## config.mk

```make
export PLATFORM = sky130hd
export DESIGN_NAME = minmax_stream_flat
export DESIGN_NICKNAME = d
export VERILOG_FILES = /design/src/rtl/minmax_stream_if.sv /design/src/rtl/minmax_stream.sv /design/src/flat_wrapper.sv
export SDC_FILE = /design/constraint.sdc
export NUM_CORES = 1
export LEC_CHECK = 0
export CAP_MARGIN = 25
export CORE_UTILIZATION = 48
export DETAILED_ROUTE_END_ITERATION = 10
export PLACE_DENSITY_LB_ADDON = 0.15
export SYNTH_ARGS = -nofsm -noshare
export SYNTH_HDL_FRONTEND = slang
export SYNTH_SLANG_ARGS = --single-unit
```

## constraint.sdc

```tcl
create_clock -name clk -period 2.4 [get_ports clk]
set_input_delay 0.48 -clock clk [delete_from_list [all_inputs] [get_ports clk]]
set_output_delay 0.48 -clock clk [all_outputs]
set_load 0.02 [all_outputs]
```

## src/rtl/minmax_stream_if.sv

```systemverilog
// Stream-in / result-out bundle for minmax_stream.
// slave = reducer side, master = producer/consumer side.
interface minmax_stream_if #(
    parameter int unsigned W    = 5,
    parameter int unsigned IDXW = 3
);
    logic            s_valid;
    logic            s_ready;
    logic [W-1:0]    s_data;
    logic            s_last;
    logic            us_sel;
    logic            min_max_sel;
    logic            m_valid;
    logic            m_ready;
    logic [W-1:0]    m_result;
    logic [IDXW-1:0] m_index;
    logic            m_ovf;

    modport slave (
        input  s_valid, s_data, s_last, us_sel, min_max_sel, m_ready,
        output s_ready, m_valid, m_result, m_index, m_ovf
    );

    modport master (
        output s_valid, s_data, s_last, us_sel, min_max_sel, m_ready,
        input  s_ready, m_valid, m_result, m_index, m_ovf
    );
endinterface

```

## src/rtl/minmax_stream.sv

```systemverilog
// Serial min/max reducer: one element per beat, frame ends on s_last,
// result (value, 0-based index, overflow flag) held until taken downstream.
module minmax_stream #(
    parameter int unsigned W      = 5,
    parameter int unsigned NI     = 7,
    parameter int unsigned IDXW   = $clog2(NI),
    parameter int unsigned MM_CFG = 0
) (
    input  logic             clk,
    input  logic             rst_n,
    minmax_stream_if.slave   bus
);
    localparam int unsigned PW = $clog2(NI + 1);
    localparam logic [W-1:0] MSB_MASK = W'(1) << (W - 1);

    typedef enum logic [1:0] {ST_FIRST, ST_ACC, ST_OUT} state_e;

    state_e          state_q, state_d;
    logic [W-1:0]    acc_val_q, acc_val_d;
    logic [IDXW-1:0] acc_idx_q, acc_idx_d;
    logic [PW-1:0]   pos_q, pos_d;
    logic            ovf_q, ovf_d;
    logic            sgn_q, sgn_d;
    logic            max_q, max_d;
    logic            s_ready_q, s_ready_d;
    logic            m_valid_q, m_valid_d;
    logic [W-1:0]    m_result_q, m_result_d;
    logic [IDXW-1:0] m_index_q, m_index_d;
    logic            m_ovf_q, m_ovf_d;

    logic            beat;
    logic            in_range;
    logic            better;
    logic            first_max;
    logic [W-1:0]    key_new, key_acc;

    assign beat      = bus.s_valid && s_ready_q;
    assign in_range  = pos_q < PW'(NI);
    assign first_max = (MM_CFG == 0) ? bus.min_max_sel : (MM_CFG == 2);

    // Flipping the MSB maps two's-complement order onto unsigned order.
    assign key_new = bus.s_data ^ (sgn_q ? MSB_MASK : '0);
    assign key_acc = acc_val_q  ^ (sgn_q ? MSB_MASK : '0);
    assign better  = max_q ? (key_new > key_acc) : (key_new < key_acc);

    always_ff @(posedge clk or negedge rst_n) begin
        if (!rst_n) begin
            state_q    <= ST_FIRST;
            acc_val_q  <= '0;
            acc_idx_q  <= '0;
            pos_q      <= '0;
            ovf_q      <= 1'b0;
            sgn_q      <= 1'b0;
            max_q      <= 1'b0;
            s_ready_q  <= 1'b1;
            m_valid_q  <= 1'b0;
            m_result_q <= '0;
            m_index_q  <= '0;
            m_ovf_q    <= 1'b0;
        end else begin
            state_q    <= state_d;
            acc_val_q  <= acc_val_d;
            acc_idx_q  <= acc_idx_d;
            pos_q      <= pos_d;
            ovf_q      <= ovf_d;
            sgn_q      <= sgn_d;
            max_q      <= max_d;
            s_ready_q  <= s_ready_d;
            m_valid_q  <= m_valid_d;
            m_result_q <= m_result_d;
            m_index_q  <= m_index_d;
            m_ovf_q    <= m_ovf_d;
        end
    end

    always_comb begin
        state_d    = state_q;
        acc_val_d  = acc_val_q;
        acc_idx_d  = acc_idx_q;
        pos_d      = pos_q;
        ovf_d      = ovf_q;
        sgn_d      = sgn_q;
        max_d      = max_q;
        m_result_d = m_result_q;
        m_index_d  = m_index_q;
        m_ovf_d    = m_ovf_q;

        case (state_q)
            ST_FIRST: begin
                if (beat) begin
                    acc_val_d = bus.s_data;
                    acc_idx_d = '0;
                    pos_d     = PW'(1);
                    ovf_d     = 1'b0;
                    sgn_d     = bus.us_sel;
                    max_d     = first_max;
                    state_d   = bus.s_last ? ST_OUT : ST_ACC;
                end
            end
            ST_ACC: begin
                if (beat) begin
                    // Past NI elements nothing is compared; pos stops at NI.
                    if (in_range) begin
                        if (better) begin
                            acc_val_d = bus.s_data;
                            acc_idx_d = IDXW'(pos_q);
                        end
                        pos_d = pos_q + PW'(1);
                    end else begin
                        ovf_d = 1'b1;
                    end
                    if (bus.s_last) begin
                        state_d = ST_OUT;
                    end
                end
            end
            ST_OUT: begin
                if (bus.m_ready) begin
                    state_d = ST_FIRST;
                end
            end
            default: state_d = ST_FIRST;
        endcase

        if (beat && bus.s_last) begin
            m_result_d = acc_val_d;
            m_index_d  = acc_idx_d;
            m_ovf_d    = ovf_d;
        end

        s_ready_d = (state_d != ST_OUT);
        m_valid_d = (state_d == ST_OUT);
    end

    assign bus.s_ready  = s_ready_q;
    assign bus.m_valid  = m_valid_q;
    assign bus.m_result = m_result_q;
    assign bus.m_index  = m_index_q;
    assign bus.m_ovf    = m_ovf_q;
endmodule
```

## src/flat_wrapper.sv

```systemverilog
// flat-port wrapper written by rule: the top's interface ports become plain ports
module minmax_stream_flat 
#(
    parameter int unsigned W      = 5,
    parameter int unsigned NI     = 7,
    parameter int unsigned IDXW   = $clog2(NI),
    parameter int unsigned MM_CFG = 0
)
  (clk, rst_n, bus_s_valid, bus_s_data, bus_s_last, bus_us_sel, bus_min_max_sel, bus_m_ready, bus_s_ready, bus_m_valid, bus_m_result, bus_m_index, bus_m_ovf);
  minmax_stream_if #(.W(W), .IDXW(IDXW)) bus_i ();
  input  logic clk;
  input  logic rst_n;
  input wire logic [$bits(bus_i.s_valid)-1:0] bus_s_valid;
  input wire logic [$bits(bus_i.s_data)-1:0] bus_s_data;
  input wire logic [$bits(bus_i.s_last)-1:0] bus_s_last;
  input wire logic [$bits(bus_i.us_sel)-1:0] bus_us_sel;
  input wire logic [$bits(bus_i.min_max_sel)-1:0] bus_min_max_sel;
  input wire logic [$bits(bus_i.m_ready)-1:0] bus_m_ready;
  output wire logic [$bits(bus_i.s_ready)-1:0] bus_s_ready;
  output wire logic [$bits(bus_i.m_valid)-1:0] bus_m_valid;
  output wire logic [$bits(bus_i.m_result)-1:0] bus_m_result;
  output wire logic [$bits(bus_i.m_index)-1:0] bus_m_index;
  output wire logic [$bits(bus_i.m_ovf)-1:0] bus_m_ovf;
  assign bus_i.s_valid = bus_s_valid;
  assign bus_i.s_data = bus_s_data;
  assign bus_i.s_last = bus_s_last;
  assign bus_i.us_sel = bus_us_sel;
  assign bus_i.min_max_sel = bus_min_max_sel;
  assign bus_i.m_ready = bus_m_ready;
  assign bus_s_ready = bus_i.s_ready;
  assign bus_m_valid = bus_i.m_valid;
  assign bus_m_result = bus_i.m_result;
  assign bus_m_index = bus_i.m_index;
  assign bus_m_ovf = bus_i.m_ovf;
  minmax_stream #(.W(W), .NI(NI), .IDXW(IDXW), .MM_CFG(MM_CFG)) u_core (.clk(clk), .rst_n(rst_n), .bus(bus_i));
endmodule
```

==> results of run 1 <==
cells in the final DEF (no fill, tap or decap), types with 2 or more instances in the layout:
master           instances
nand3b_1                 3
o21ai_1                  5
o21bai_1                 2
a21boi_0                 2
o21ai_0                  7
o31ai_1                  4
o211ai_1                 2
a31oi_1                  3
clkbuf_4                 3
nand3_1                  2
nand2b_1                 2
nor2b_1                  2
and3_1                   2
buf_4                   13
o2111ai_1                2
a21oi_1                  8
nor2_1                  13
inv_1                   11
ha_1                     3
mux2_2                   3
nand2_1                 21
o22ai_1                  2
mux2i_1                  7
clkdlybuf4s50_1         21
dfrtp_1                 26
nor4_1                   2
power by group through the flow:
stage,clock network (mW),registers (mW),logic (mW)
2_1_floorplan,0,0.819,0.621
3_3_place_gp,0,0.775,0.990
3_5_place_dp,0,0.786,1.02
4_1_cts,0.204,0.775,1.03
5_1_grt,0.226,0.801,1.17
6_report,0.200,0.779,1.07
cell type report:
cell class              count  area share [%]
clock buffers               4            1.42
inverters                  11            2.22
repair buffers             35            17.3
well taps                  31            2.09
multi-input cells         112            40.6
flip-flops and latches     27            36.5
final timing paths:
| kind | from | cells after the start | endpoint | slack, ps |
|---|---|---|---|---|
| max | bus_s_data[3] | 7 | u_core.bus.m_index[0]$_DFFE_PN0P_ | 80 |
| min | rst_n | 2 | u_core.sgn_q$_DFFE_PN0P_ | 510 |
| max reg2reg | u_core.acc_val_q[2]$_DFF_PN0_ | 8 | u_core.bus.m_index[0]$_DFFE_PN0P_ | 100 |
| min reg2reg | u_core.bus.m_ovf$_DFFE_PN0P_ | 2 | u_core.bus.m_ovf$_DFFE_PN0P_ | 520 |
| max in group asynchronous | rst_n | 2 | u_core.bus.s_ready$_DFF_PN1_ | 1580 |
| min in group clk | u_core.bus.m_ovf$_DFFE_PN0P_ | 2 | u_core.bus.m_ovf$_DFFE_PN0P_ | 520 |
repair_timing:
item / 4_1_cts / 5_1_grt
gates cloned: 0 / 0
buffers inserted: 0 / 1
gates resized for setup: 0 / 4
endpoints found under the setup margin: 1 / 7
endpoints found under the hold margin: 0 / 0
pin swaps: 1 / 2
critical path: stages:
cell and delay, ps:
clkdlybuf4s50_1 430, ha_2 220, maj3_2 340, a221oi_4 270, mux2_4 380, mux2i_1 150
mux2_2 280
sequential cells by signal (all words and copies together) (netlist names):
| name | cells |
|---|---|
| u_core.acc_idx_q | 3 |
| u_core.acc_val_q | 5 |
| u_core.bus.m_index | 3 |
| u_core.bus.m_ovf | 1 |
| u_core.bus.m_result | 5 |
| u_core.bus.m_valid | 1 |
| u_core.bus.s_ready | 1 |
| u_core.max_q | 1 |
| u_core.ovf_q | 1 |
| u_core.pos_q | 3 |
| u_core.sgn_q | 1 |
| u_core.state_q | 2 |
metal layers:
layer	up-vias	GRT usage [%]	share of wire, %
met3	6	2.04	4.4
met5	-	0	0
li1	623	-	-
met4	0	10.5	1.2
met1	610	30.1	46
met2	34	35.9	49
kinds of logic after synthesis:
family                   after synthesis  synth area share [%]
XOR/XNOR                               1                 0.592
multiplexers                          12                  8.71
flip-flops                            27                  45.8
adder cells (fa/ha/maj)                6                  4.99
AND/OR/NAND/NOR                       52                  16.4
buffers and inverters                 18                  4.57
AO/OA/AOI/OAI                         41                  19.0
==> results.yml, run 1 <==
synthesis:
  ys_async_sr_fraction_pct: 100
  synth_area_um2: 1480
  syn-num-nets: 174
  ys_warn_count: 0
  synthTopCellsByArea: "dfrtp_1, mux2i_1, nand2_1, ha_1, nor2_1"
  synth.most_common_cell: "dfrtp_1"
  synth_cell_types: 38
  syn_avg_cell_area_um2: 9.42
  synth_top_area_share_pct: 44.0
  synth_seq_cells: 27
  synthFlopType: "dfrtp_1"
  syn_inst: 157
  synth_common_cells: "dfrtp_1, nand2_1, nor2_1"
  yosysTopAreaCell: "dfrtp_1"
  ys_seq_area_share_pct: 45.8
  synth_edf_count: 0
detailed_routing:
  via_per_inst: 5.79
  wl_per_cell_um: 15.4
  drt_iter0_markers: 63
  drc: 1
  drt_wl_total_mm: 3.39
  dr.pass1.iters: 7
  vias: 1273
  ant_nets: 0
global_route:
  grt_max_degree: 28
  grtUsageTotal_pct: 22.2
  grt_pass1_vias: 1251
  grt.overflow.total: 0
  antenna_found_initial: 0
  grt_pass1_wl_mm: 5.62
power_and_ir_drop:
  power_density_nw_per_um2: 1100
  finalPower_mw: 2.05
  power_switching_uw: 844
  p_leak_nw: 0.857
  p_int_mw: 1.20
  p_seq_share_pct: 38.0
  power.share.clock_pct: 9.7
  power_frac_comb_pct: 52.2
  swShare_pct: 41.2
  irDropWorstVdd_uv: 609
place:
  port_buffers: 22
  gp_congestion: 0.832
  hpwl_mm: 2.52
  post-place-ws_ps: -366
  dpl.cell_count: 215
  placedInstanceArea_um2: 1800
sta:
  holdWs_ps: 510
  maxSlewHeadroom_pct: 69.4
  rsz0062_at_grt: "no"
  hold_violations: 0
  tns_ps: 0
  setup_ws_ps: 82.6
  finalSetupViolations: 0
  clock_skew_ps: 4.53
  finalMaxSlewViolations: 0
  worst_pin_slew_ps: 458
  period_needed_ps: 2320
  fmax_mhz: 432
  fin_crit_sh_pct: 96.6
floorplanning:
  placementRows: 19
  core_um2: 2830
  chipWidth_um: 57.5
  start_util_pct: 52.3
  pin_count: 23
  fp.dieH_um: 57.5
  die-area_um2: 3310
setup_path:
  crit_path_end_kind: "flop"
  required_ps: 2630
  startpoint_type: "input pin"
  cp.arrival_ps: 2550
  crit_path_max_fanout: 7
  critPathKind: "input pin to flop"
cts:
  clkTransAtPathRegs_ps: 150
  holdBufCountCts: 0
  clk_path_buf_depth: 2
  tritoncts: "built"
  insertion_delay_ps: 330
  root_buffer: "clkbuf_4"
  h-tree-depth: 1
  clkSinkCount: 27
  cts_buffers: 3
cells_and_area:
  final_cell_count_no_fill: 220
  diodes: 0
  nets: 207
  register_area_um2: 677
  multi_input_comb_area_um2: 753
  drive_gt1_share_pct: 15.3
  fillers: 244
  final_cell_area_um2: 1860
  syn_to_final_growth_pct: 25.5
  postLayoutCoreUtil_pct: 65.6
min_path:
  hold_path_class: "input pin to asynchronous set/reset pin"
status:
  violations: "DRC"
  status: "finished, violations left"
run:
  drv_cap: 0
Note: power is estimated with default switching activity, not from simulation.
==> run 2: changes to the inputs <==
CORE_MARGIN = 8   (was default)
==> run 2 against run 1 <==
Critical path type unchanged. Combinational power barely moved. Sequential power is 0.5% higher. Critical path depth is the same. Sequential cell count unchanged. Routed wire length increased by 3.2%. The flow now finishes without violations. Largest cell class unchanged. Register-to-register slack improved by 20 ps. Highest routed layer unchanged. Maximum frequency rose by 0.89%.
==> results.yml, run 2 (synthesis gave the netlist of run 1 again) <==
setup_path:
  crit_path_end_kind: "flop"
  critPathKind: "input pin to flop"
  path_cells: "clkdlybuf4s50_1, ha_2, maj3_2, a221oi_4, mux2_4, mux2i_1, mux2_2"
  cp.arrival_ps: 2520
  critPathBufInv: 1
  slowest_stage: "clkdlybuf4s50_1"
  crit_path_max_fanout: 6
  required_ps: 2620
  startpoint_type: "input pin"
  cp_top_family: "multiplexers"
  critPathMaxStageDelay_ps: 430
cells_and_area:
  final_cell_mix: "dfrtp_1, nand2_1, clkdlybuf4s50_1"
  nets: 209
  postLayoutCoreUtil_pct: 62.5
  drive_gt1_share_pct: 16.8
  final_cell_count_no_fill: 224
  final_common_cell: "dfrtp_1"
  diodes: 0
  syn_to_final_growth_pct: 26.8
cts:
  cts_buffers: 3
  clkSinkCount: 27
  holdBufCountCts: 0
  insertion_delay_ps: 320
  tritoncts: "built"
  clk_path_buf_depth: 2
  h-tree-depth: 1
  root_buffer: "clkbuf_4"
  clkTransAtPathRegs_ps: 150
global_route:
  use_met2_pct: 24.3
  grt_pass1_wl_mm: 6.00
  antenna_found_initial: 0
  grt_pass1_vias: 1307
  grtUsageTotal_pct: 14.2
  top_usage_layer: "met2"
  gr-usage-met1_pct: 17.6
  grt.overflow.total: 0
  grt_max_degree: 28
  use_met3_pct: 2.79
power_and_ir_drop:
  power.share.clock_pct: 9.5
  p_int_mw: 1.22
  p_leak_nw: 0.869
  power_density_nw_per_um2: 1100
  p_seq_share_pct: 38.0
  irDropWorstVdd_uv: 472
  swShare_pct: 40.6
  power_frac_comb_pct: 52.5
  power_switching_uw: 836
floorplanning:
  pin_count: 23
  start_util_pct: 49.2
  chipWidth_um: 71.5
  fp.dieH_um: 71.5
  core_um2: 3000
  die-area_um2: 5110
  placementRows: 20
place:
  port_buffers: 22
  hpwl_mm: 2.61
  gp_congestion: 0.840
  dpl.cell_count: 216
detailed_routing:
  wl_per_cell_um: 15.6
  via_per_inst: 5.61
  dr.pass1.iters: 4
  drt_iter0_markers: 86
  drt_wl_total_mm: 3.50
  drc: 0
  ant_nets: 0
  vias: 1257
sta:
  period_needed_ps: 2300
  rsz0062_at_grt: "no"
  fmax_mhz: 435
  maxSlewHeadroom_pct: 70.3
  fin_crit_sh_pct: 95.7
  worst_pin_slew_ps: 445
  holdWs_ps: 505
  finalSetupViolations: 0
  finalMaxSlewViolations: 0
  hold_violations: 0
  clock_skew_ps: 6.31
  tns_ps: 0
run:
  drv_cap: 0
status:
  status: "completed"
min_path:
  hold_path_class: "input pin to asynchronous set/reset pin"
run 2: stage by stage:
step                worst slack, ps  cell area, um2  power [mW]
finish                          103            1880        2.06
global route                   18.9            1880        2.22
CTS                            6.08            1830        2.02
detailed placement             -378            1800        1.81
global placement               -302            1800        1.77
floorplan                      84.2            1480        1.44
run 2: worst register-to-register path: cells and delay by family, from the launching register on:
family                     cells  cell delay, ps
AOI/OAI and AO/OA              3             560
buffers and inverters          1             150
adders and majority gates      1             230
muxes                          3             800
DFF                            1             440
run 2: layout make-up:
cell class	instances	area (um2)
clock buffers	3	22.5
well taps	33	41.3
repair buffers	37	335
inverters	11	41.3
clock inverters	1	5.00
flip-flops and latches	27	677
fillers	271	1130
multi-input cells	112	753
run 2: worst paths after layout:
path	start	end	slack, ps	cells after the start
max	bus_s_data[3]	u_core.bus.m_index[1]$_DFFE_PN0P_	100	7
min	rst_n	u_core.acc_val_q[3]$_DFF_PN0_	510	2
max reg2reg	u_core.acc_val_q[2]$_DFF_PN0_	u_core.bus.m_index[1]$_DFFE_PN0P_	120	8
min reg2reg	u_core.bus.m_ovf$_DFFE_PN0P_	u_core.bus.m_ovf$_DFFE_PN0P_	520	2
max in group asynchronous	rst_n	u_core.bus.s_ready$_DFF_PN1_	1590	2
min in group clk	u_core.bus.m_ovf$_DFFE_PN0P_	u_core.bus.m_ovf$_DFFE_PN0P_	520	2
run 2: per-layer routing:
metal,up-vias,routed length (um)
li1,625,-
met1,613,1640
met2,17,1720
met3,2,132
met4,0,15
met5,-,0
run 2: power by group through the flow:
stage	registers, mW	clock network, mW	logic, mW
floorplan	0.819	0	0.621
global placement	0.778	0	0.988
detailed placement	0.790	0	1.02
CTS	0.781	0.203	1.03
global route	0.808	0.219	1.19
finish	0.783	0.195	1.08
run 2: repair_timing:
item | 4_1_cts | 5_1_grt
buffers inserted | 1 | 3
pin swaps | 1 | 2
setup endpoints to repair | 3 | 11
gates resized for setup | 0 | 4
hold endpoints to repair | 0 | 0
